### src/rtl/pss_pkg.sv
// Shared PSS definitions: sequence length, cyclic shift per N_id_2, the
// m-sequence start state and the transmit-side FSM state type. The same
// package feeds the receive-side correlator tap generation, so the LFSR
// recurrence lives here as a function both sides can call.
package pss_pkg;

  localparam int         PSS_LEN       = 127;
  localparam int         PSS_SHIFT     = 43;
  // Bit k holds x(i+k): bit 6 = x6 ... bit 0 = x0.
  localparam logic [6:0] PSS_LFSR_INIT = 7'b1110110;

  typedef enum logic [1:0] {
    IDLE,
    SEEK,
    EMIT
  } pss_gen_state_t;

  // One step of x(i+7) = x(i+4) XOR x(i). The window slides down by one
  // and the newly generated element enters at the top.
  function automatic logic [6:0] pssLfsrStep(input logic [6:0] state);
    return {state[4] ^ state[0], state[6:1]};
  endfunction

endpackage

### src/rtl/pss_lfsr.sv
// 7-bit Fibonacci register producing the PSS m-sequence.
// Ports:
//   clk_i, reset_i  clock and asynchronous active-high reset (reset = init)
//   i_load          reload the start state (wins over i_stepEn)
//   i_stepEn        advance the sequence by one element
//   o_bit           current element x(i)
//   o_nextBit       following element x(i+1), available without stepping
module pss_lfsr
  import pss_pkg::*;
(
  input  logic clk_i,
  input  logic reset_i,
  input  logic i_load,
  input  logic i_stepEn,
  output logic o_bit,
  output logic o_nextBit
);

  logic [6:0] r_state;

  // Sequence window: reload on a new request, otherwise step when asked.
  always_ff @(posedge clk_i or posedge reset_i) begin
    if (reset_i) begin
      r_state <= PSS_LFSR_INIT;
    end else if (i_load) begin
      r_state <= PSS_LFSR_INIT;
    end else if (i_stepEn) begin
      r_state <= pssLfsrStep(r_state);
    end
  end

  assign o_bit     = r_state[0];
  assign o_nextBit = r_state[1];

endmodule

### src/rtl/pss_generator.sv
// Transmit-side NR PSS source. A start request with N_id_2 in 0..2 produces
// the 127-sample BPSK PSS as {im, re} samples on an AXI-stream master.
// Ports:
//   clk_i, reset_i       clock and asynchronous active-high reset
//   start_i, N_id_2_i    one-cycle request and the cell-ID part sampled with it
//   busy_o               high from accepted start until the last handshake
//   m_axis_out_tdata     {im, re}; re = +/-AMP, im = 0
//   m_axis_out_tvalid    sample valid
//   m_axis_out_tready    downstream ready
//   m_axis_out_tlast     high on the final sample (n = 126)
module pss_generator
  import pss_pkg::*;
#(
  parameter int OUT_DW  = 32,
  parameter int AMP     = 8191,
  parameter int PSS_LEN = 127
) (
  input  logic              clk_i,
  input  logic              reset_i,
  input  logic              start_i,
  input  logic [1:0]        N_id_2_i,
  output logic              busy_o,
  output logic [OUT_DW-1:0] m_axis_out_tdata,
  output logic              m_axis_out_tvalid,
  input  logic              m_axis_out_tready,
  output logic              m_axis_out_tlast
);

  localparam int               HALF      = OUT_DW / 2;
  localparam logic [HALF-1:0]  POS_AMP   = HALF'(AMP);
  localparam logic [HALF-1:0]  NEG_AMP   = -POS_AMP;
  localparam logic [6:0]       LAST_N    = 7'(PSS_LEN - 1);
  localparam logic [6:0]       PRELAST_N = 7'(PSS_LEN - 2);

  pss_gen_state_t    r_state;
  logic [6:0]        r_seekCnt;
  logic [6:0]        r_n;
  logic [OUT_DW-1:0] r_tdata;
  logic              r_tvalid;
  logic              r_tlast;
  logic              r_busy;

  logic w_accept;
  logic w_handshake;
  logic w_lfsrStep;
  logic w_bit;
  logic w_nextBit;

  // BPSK mapping: x=0 -> +AMP, x=1 -> -AMP; im is zero, so the upper half
  // is all zeros and the HALF-bit re field carries its own sign.
  function automatic logic [OUT_DW-1:0] bpskSample(input logic x);
    return {{HALF{1'b0}}, (x ? NEG_AMP : POS_AMP)};
  endfunction

  assign w_accept    = (r_state == IDLE) && start_i && (N_id_2_i != 2'd3);
  assign w_handshake = r_tvalid && m_axis_out_tready;

  // The LFSR walks forward while seeking the cyclic shift, then once per
  // accepted sample except after the last one.
  assign w_lfsrStep = ((r_state == SEEK) && (r_seekCnt != 7'd0)) ||
                      ((r_state == EMIT) && w_handshake && (r_n != LAST_N));

  pss_lfsr u_lfsr (
    .clk_i     (clk_i),
    .reset_i   (reset_i),
    .i_load    (w_accept),
    .i_stepEn  (w_lfsrStep),
    .o_bit     (w_bit),
    .o_nextBit (w_nextBit)
  );

  // Main FSM with registered stream outputs. During EMIT the next sample is
  // taken from x(i+1) so a new beat can follow every accepted one.
  always_ff @(posedge clk_i or posedge reset_i) begin
    if (reset_i) begin
      r_state   <= IDLE;
      r_seekCnt <= 7'd0;
      r_n       <= 7'd0;
      r_tdata   <= '0;
      r_tvalid  <= 1'b0;
      r_tlast   <= 1'b0;
      r_busy    <= 1'b0;
    end else begin
      case (r_state)
        IDLE: begin
          if (w_accept) begin
            r_seekCnt <= 7'(PSS_SHIFT * int'(N_id_2_i));
            r_n       <= 7'd0;
            r_busy    <= 1'b1;
            r_state   <= SEEK;
          end
        end
        SEEK: begin
          if (r_seekCnt != 7'd0) begin
            r_seekCnt <= r_seekCnt - 7'd1;
          end else begin
            r_tdata  <= bpskSample(w_bit);
            r_tvalid <= 1'b1;
            r_tlast  <= (LAST_N == 7'd0);
            r_n      <= 7'd0;
            r_state  <= EMIT;
          end
        end
        EMIT: begin
          if (w_handshake) begin
            if (r_n == LAST_N) begin
              r_tvalid <= 1'b0;
              r_tlast  <= 1'b0;
              r_busy   <= 1'b0;
              r_state  <= IDLE;
            end else begin
              r_n     <= r_n + 7'd1;
              r_tdata <= bpskSample(w_nextBit);
              r_tlast <= (r_n == PRELAST_N);
            end
          end
        end
        default: begin
          r_state <= IDLE;
        end
      endcase
    end
  end

  assign busy_o            = r_busy;
  assign m_axis_out_tdata  = r_tdata;
  assign m_axis_out_tvalid = r_tvalid;
  assign m_axis_out_tlast  = r_tlast;

endmodule

### config.mk
export PLATFORM = sky130hd
export DESIGN_NAME = pss_generator
export DESIGN_NICKNAME = d
export VERILOG_FILES = /design/src/rtl/pss_pkg.sv /design/src/rtl/pss_lfsr.sv /design/src/rtl/pss_generator.sv
export SDC_FILE = /design/constraint.sdc
export NUM_CORES = 1
export LEC_CHECK = 0
export ABC_AREA = 1
export CAP_MARGIN = 20
export CORE_MARGIN = 1.5
export CORE_UTILIZATION = 50
export CTS_BUF_LIST = sky130_fd_sc_hd__clkbuf_4 sky130_fd_sc_hd__clkbuf_8 sky130_fd_sc_hd__clkbuf_16
export DETAILED_ROUTE_END_ITERATION = 7
export MAX_ROUTING_LAYER = met4
export PLACE_DENSITY = 0.77
export SETUP_SLACK_MARGIN = 0.1
export SKIP_LAST_GASP = 1
export SYNTH_ARGS = -nofsm -noshare
export SYNTH_HDL_FRONTEND = slang
export SYNTH_SLANG_ARGS = --single-unit
export TNS_END_PERCENT = 50
### constraint.sdc
create_clock -name clk_i -period 2.85 [get_ports clk_i]
set_input_delay 0.285 -clock clk_i [delete_from_list [all_inputs] [get_ports clk_i]]
set_output_delay 0.285 -clock clk_i [all_outputs]
set_load 0.05 [all_outputs]
==> results.py <==
metrics = {
    "sta": {
        "slew_headroom_pct": 66.21,
        "fin_crit_sh_pct": 69.03,
        "setup_viol": 0,
        "tightest_slew_ns": 0.5052,
        "min_period_ns": 1.967,
        "fin_skew_ns": 0.008331,
        "slew_viol_final": 0,
        "rsz0062_at_grt": "false",
        "fin_tns_setup_ns": 0,
        "final.setup.worst_slack_ns": 0.8826,
        "hold_viol": 0,
        "fmax_ghz": 0.5083,
    },
    "route": {
        "final_antenna_net_count": 0,
        "vias": 1628,
        "first_pass_iters": 5,
        "avgViaCountPerCell": 4.733,
        "drtIter0Drc": 98,
        "drc": 0,
        "wl_per_cell_um": 10.74,
        "wl_um": 3696,
    },
    "setup_path": {
        "cpLargestDelayFamily": "buffers and inverters",
        "cp.required_ns": 2.57,
        "worst-setup-path-type": "reg2out",
        "critPathMaxStageDelay_ns": 0.87,
        "r2r_start": "r_seekCnt[0]",
        "rrSetupSlack_ns": 1.09,
        "crit_buf_inv": 1,
        "worstPathArrival_ns": 1.68,
        "crit_path_max_fanout": 13,
        "regToRegEndpoint": "r_seekCnt[1]",
        "crit_path_start_kind": "flop",
        "endpoint_kind": "output pin",
        "crit_slowest_cell": "clkdlybuf4s50_1",
        "worstRegToRegCells": 9,
        "crit_chain": "clkdlybuf4s50_1",
    },
    "global_routing": {
        "grt_pass1_wl_um": 6210,
        "grt.busiest_layer": "met2",
        "grt_overflow": 0,
        "grt_max_degree": 30,
        "grt_pass1_vias": 1482,
        "antenna_found_initial": 0,
        "use_met3_pct": 4.392,
        "grt_usage_pct": 19.01,
        "use_met1_pct": 22.69,
        "gr-usage-met2_pct": 30.20,
    },
    "clock_network": {
        "postCtsHoldBufs": 0,
        "cts_resized": 0,
        "cts_sinks": 29,
        "htree_levels": 2,
        "cts_max_path_buffers": 2,
        "cts_tree": "yes",
        "insertion_delay_ns": 0.28,
        "cts_buffers": 5,
        "clk_pin_slew_ns": 0.07,
        "cts_setup_buffers": 0,
        "cts_root_buffer": "clkbuf_8",
    },
    "placement": {
        "placement.cell_area_um2": 2166,
        "port_buffers": 24,
        "dpl_worst_slack_ns": 1.006,
        "dp_hpwl_um": 2756,
        "globalplace.congestion": 0.8797,
    },
    "power_and_ir_drop": {
        "intPower_w": 0.001225,
        "swShare_pct": 47.05,
        "combPwrFrac_pct": 50.9,
        "ir_worst_vdd_mv": 0.4542,
        "p_seq_share_pct": 29.8,
        "clockPowerShare_pct": 19.3,
        "powerDensity_nw_per_um2": 1012,
        "leakagePower_nw": 1.177,
        "p_sw_w": 0.001089,
        "power_w": 0.002314,
    },
    "logic_synthesis": {
        "syn_inst": 279,
        "synth-seq-area-share_pct": 35.63,
        "synth_area_per_cell_um2": 7.364,
        "syn_area_um2": 2054,
        "yosys_warnings": 0,
        "netlist.area_leader.share_pct": 29.23,
        "synth_largest_area_cell": "dfrtp_1",
        "synth-seq-cells": 29,
        "synth_cell_types": 26,
        "synth.area.top_cells": "dfrtp_1 29%, nand2_1 15%, buf_4 11%",
    },
    "finish": {
        "multi_input_area_um2": 997.2,
        "syn_to_final_growth_pct": 11.27,
        "most-common-layout-cells": "81 x nand2_1, 25 x inv_1, 24 x dfrtp_1, 24 x clkdlybuf4s50_1, 23 x nor2_1",
        "final_cell_area_um2": 2286,
        "final_nets": 306,
        "insertedDiodeCount": 0,
        "final_common_cell": "nand2_1",
        "final-seq-area_um2": 732.0,
        "fin_util_pct": 57.56,
        "drive_gt1_share_pct": 14.29,
        "fill_cells": 369,
    },
    "die": {
        "pin_count": 41,
        "die_x_um": 67.10,
        "core-area_um2": 3971,
        "dieArea_um2": 4502,
        "die_h_um": 67.10,
        "start_util_pct": 51.73,
        "rows": 23,
    },
    "job": {
        "cap_violations": 0,
    },
    "hold_path": {
        "hold_class": "in2async",
    },
    "run_status": {
        "status": "complete, no violations",
    },
}
metrics by stage:
| stage | std cells | hold WS (ns) |
|---|---|---|
| 2_1_floorplan | 294 | 0.3594 |
| 3_3_place_gp | 336 | 0.4582 |
| 3_5_place_dp | 336 | 0.4565 |
| 4_1_cts | 344 | 0.3806 |
| 5_1_grt | 344 | 0.4318 |
| 6_report | 344 | 0.3672 |
power by group through the flow:
stage | Sequential, W | Clock [W] | Combinational, W
5_1_grt | 0.000712 | 0.000475 | 0.00127
3_3_place_gp | 0.000694 | 0 | 0.00117
4_1_cts | 0.000692 | 0.000456 | 0.00118
6_report | 0.000690 | 0.000446 | 0.00118
2_1_floorplan | 0.000762 | 0 | 0.000931
3_5_place_dp | 0.000699 | 0 | 0.00118
cell usage after synthesis:
library cell and count:
inv_1 25, a21boi_1 1, dfstp_2 5, nand2_4 2, inv_2 7, inv_4 1
a21oi_2 1, o21ai_2 1, ha_1 7, nand4_1 7, o21ai_0 11, buf_4 31
nor2_1 23, nand2_2 7, nand3_1 21, nor2_2 2, buf_6 2, dfrtp_1 24
xnor2_1 2, nor2_4 4, or2_1 1, nand3_4 1, nand2_1 81, nand3_2 2
conb_1 1, o21ai_1 9
cell type report:
cell class	instances	area share [%]
Inverter	33	5.528
Clock buffer	6	3.612
Timing Repair Buffer	25	10.84
Tap cell	50	2.737
Sequential cell	29	32.02
Clock inverter	2	1.642
Multi-Input combinational cell	199	43.62
sequential cells by signal, indices dropped and copies added (netlist names):
| name | count |
|---|---|
| u_lfsr.r_state | 7 |
| r_n | 7 |
| r_state | 2 |
| m_axis_out_tdata | 3 |
| r_seekCnt | 7 |
| m_axis_out_tvalid | 1 |
| busy_o | 1 |
| m_axis_out_tlast | 1 |
cell families (layout without fill, tap and decap cells):
logic type | Yosys count | in the layout | share of synthesized area [%]
other | 1 | 16 | 0.1825
AOI/OAI and AO/OA | 23 | 23 | 6.090
DFF | 29 | 29 | 35.63
and+or+nand+nor | 151 | 151 | 34.41
adders and majority gates | 7 | 7 | 4.263
buffers and inverters | 66 | 66 | 18.58
xor gates and xnor gates | 2 | 2 | 0.8528
worst max path at each step:
stage	startpoint	cells past startpoint	slack, ns	to
after floorplan	r_seekCnt[0]	10	1.31	m_axis_out_tdata[12]
after global placement	N_id_2_i[0]	8	1.04	r_seekCnt[6]
after detailed placement	N_id_2_i[0]	8	1.01	r_seekCnt[6]
after CTS	m_axis_out_tdata[12]	1	0.84	m_axis_out_tdata[8]
after global routing	m_axis_out_tdata[12]	1	0.80	m_axis_out_tdata[8]
final	m_axis_out_tdata[12]	1	0.88	m_axis_out_tdata[6]
layer usage:
metal  routed length (µm)  part of all wire [%]  vias up
li1                     -                     -      860
met3                  177                   4.8        6
met4                   65                   1.8        0
met5                    0                     0        -
met1                 1683                    46      721
met2                 1770                    48       41
worst register-to-register path, cell delays in order, from the launching register on:
cell and delay (ns):
dfrtp_1 0.36, inv_1 0.15, ha_1 0.23, nand2_1 0.09, nor2_2 0.11, nand2_2 0.12, nand2_4 0.19, nand2_2 0.19
o21ai_0 0.12, o21ai_1 0.08
Note: power is estimated with default switching activity, not from simulation.
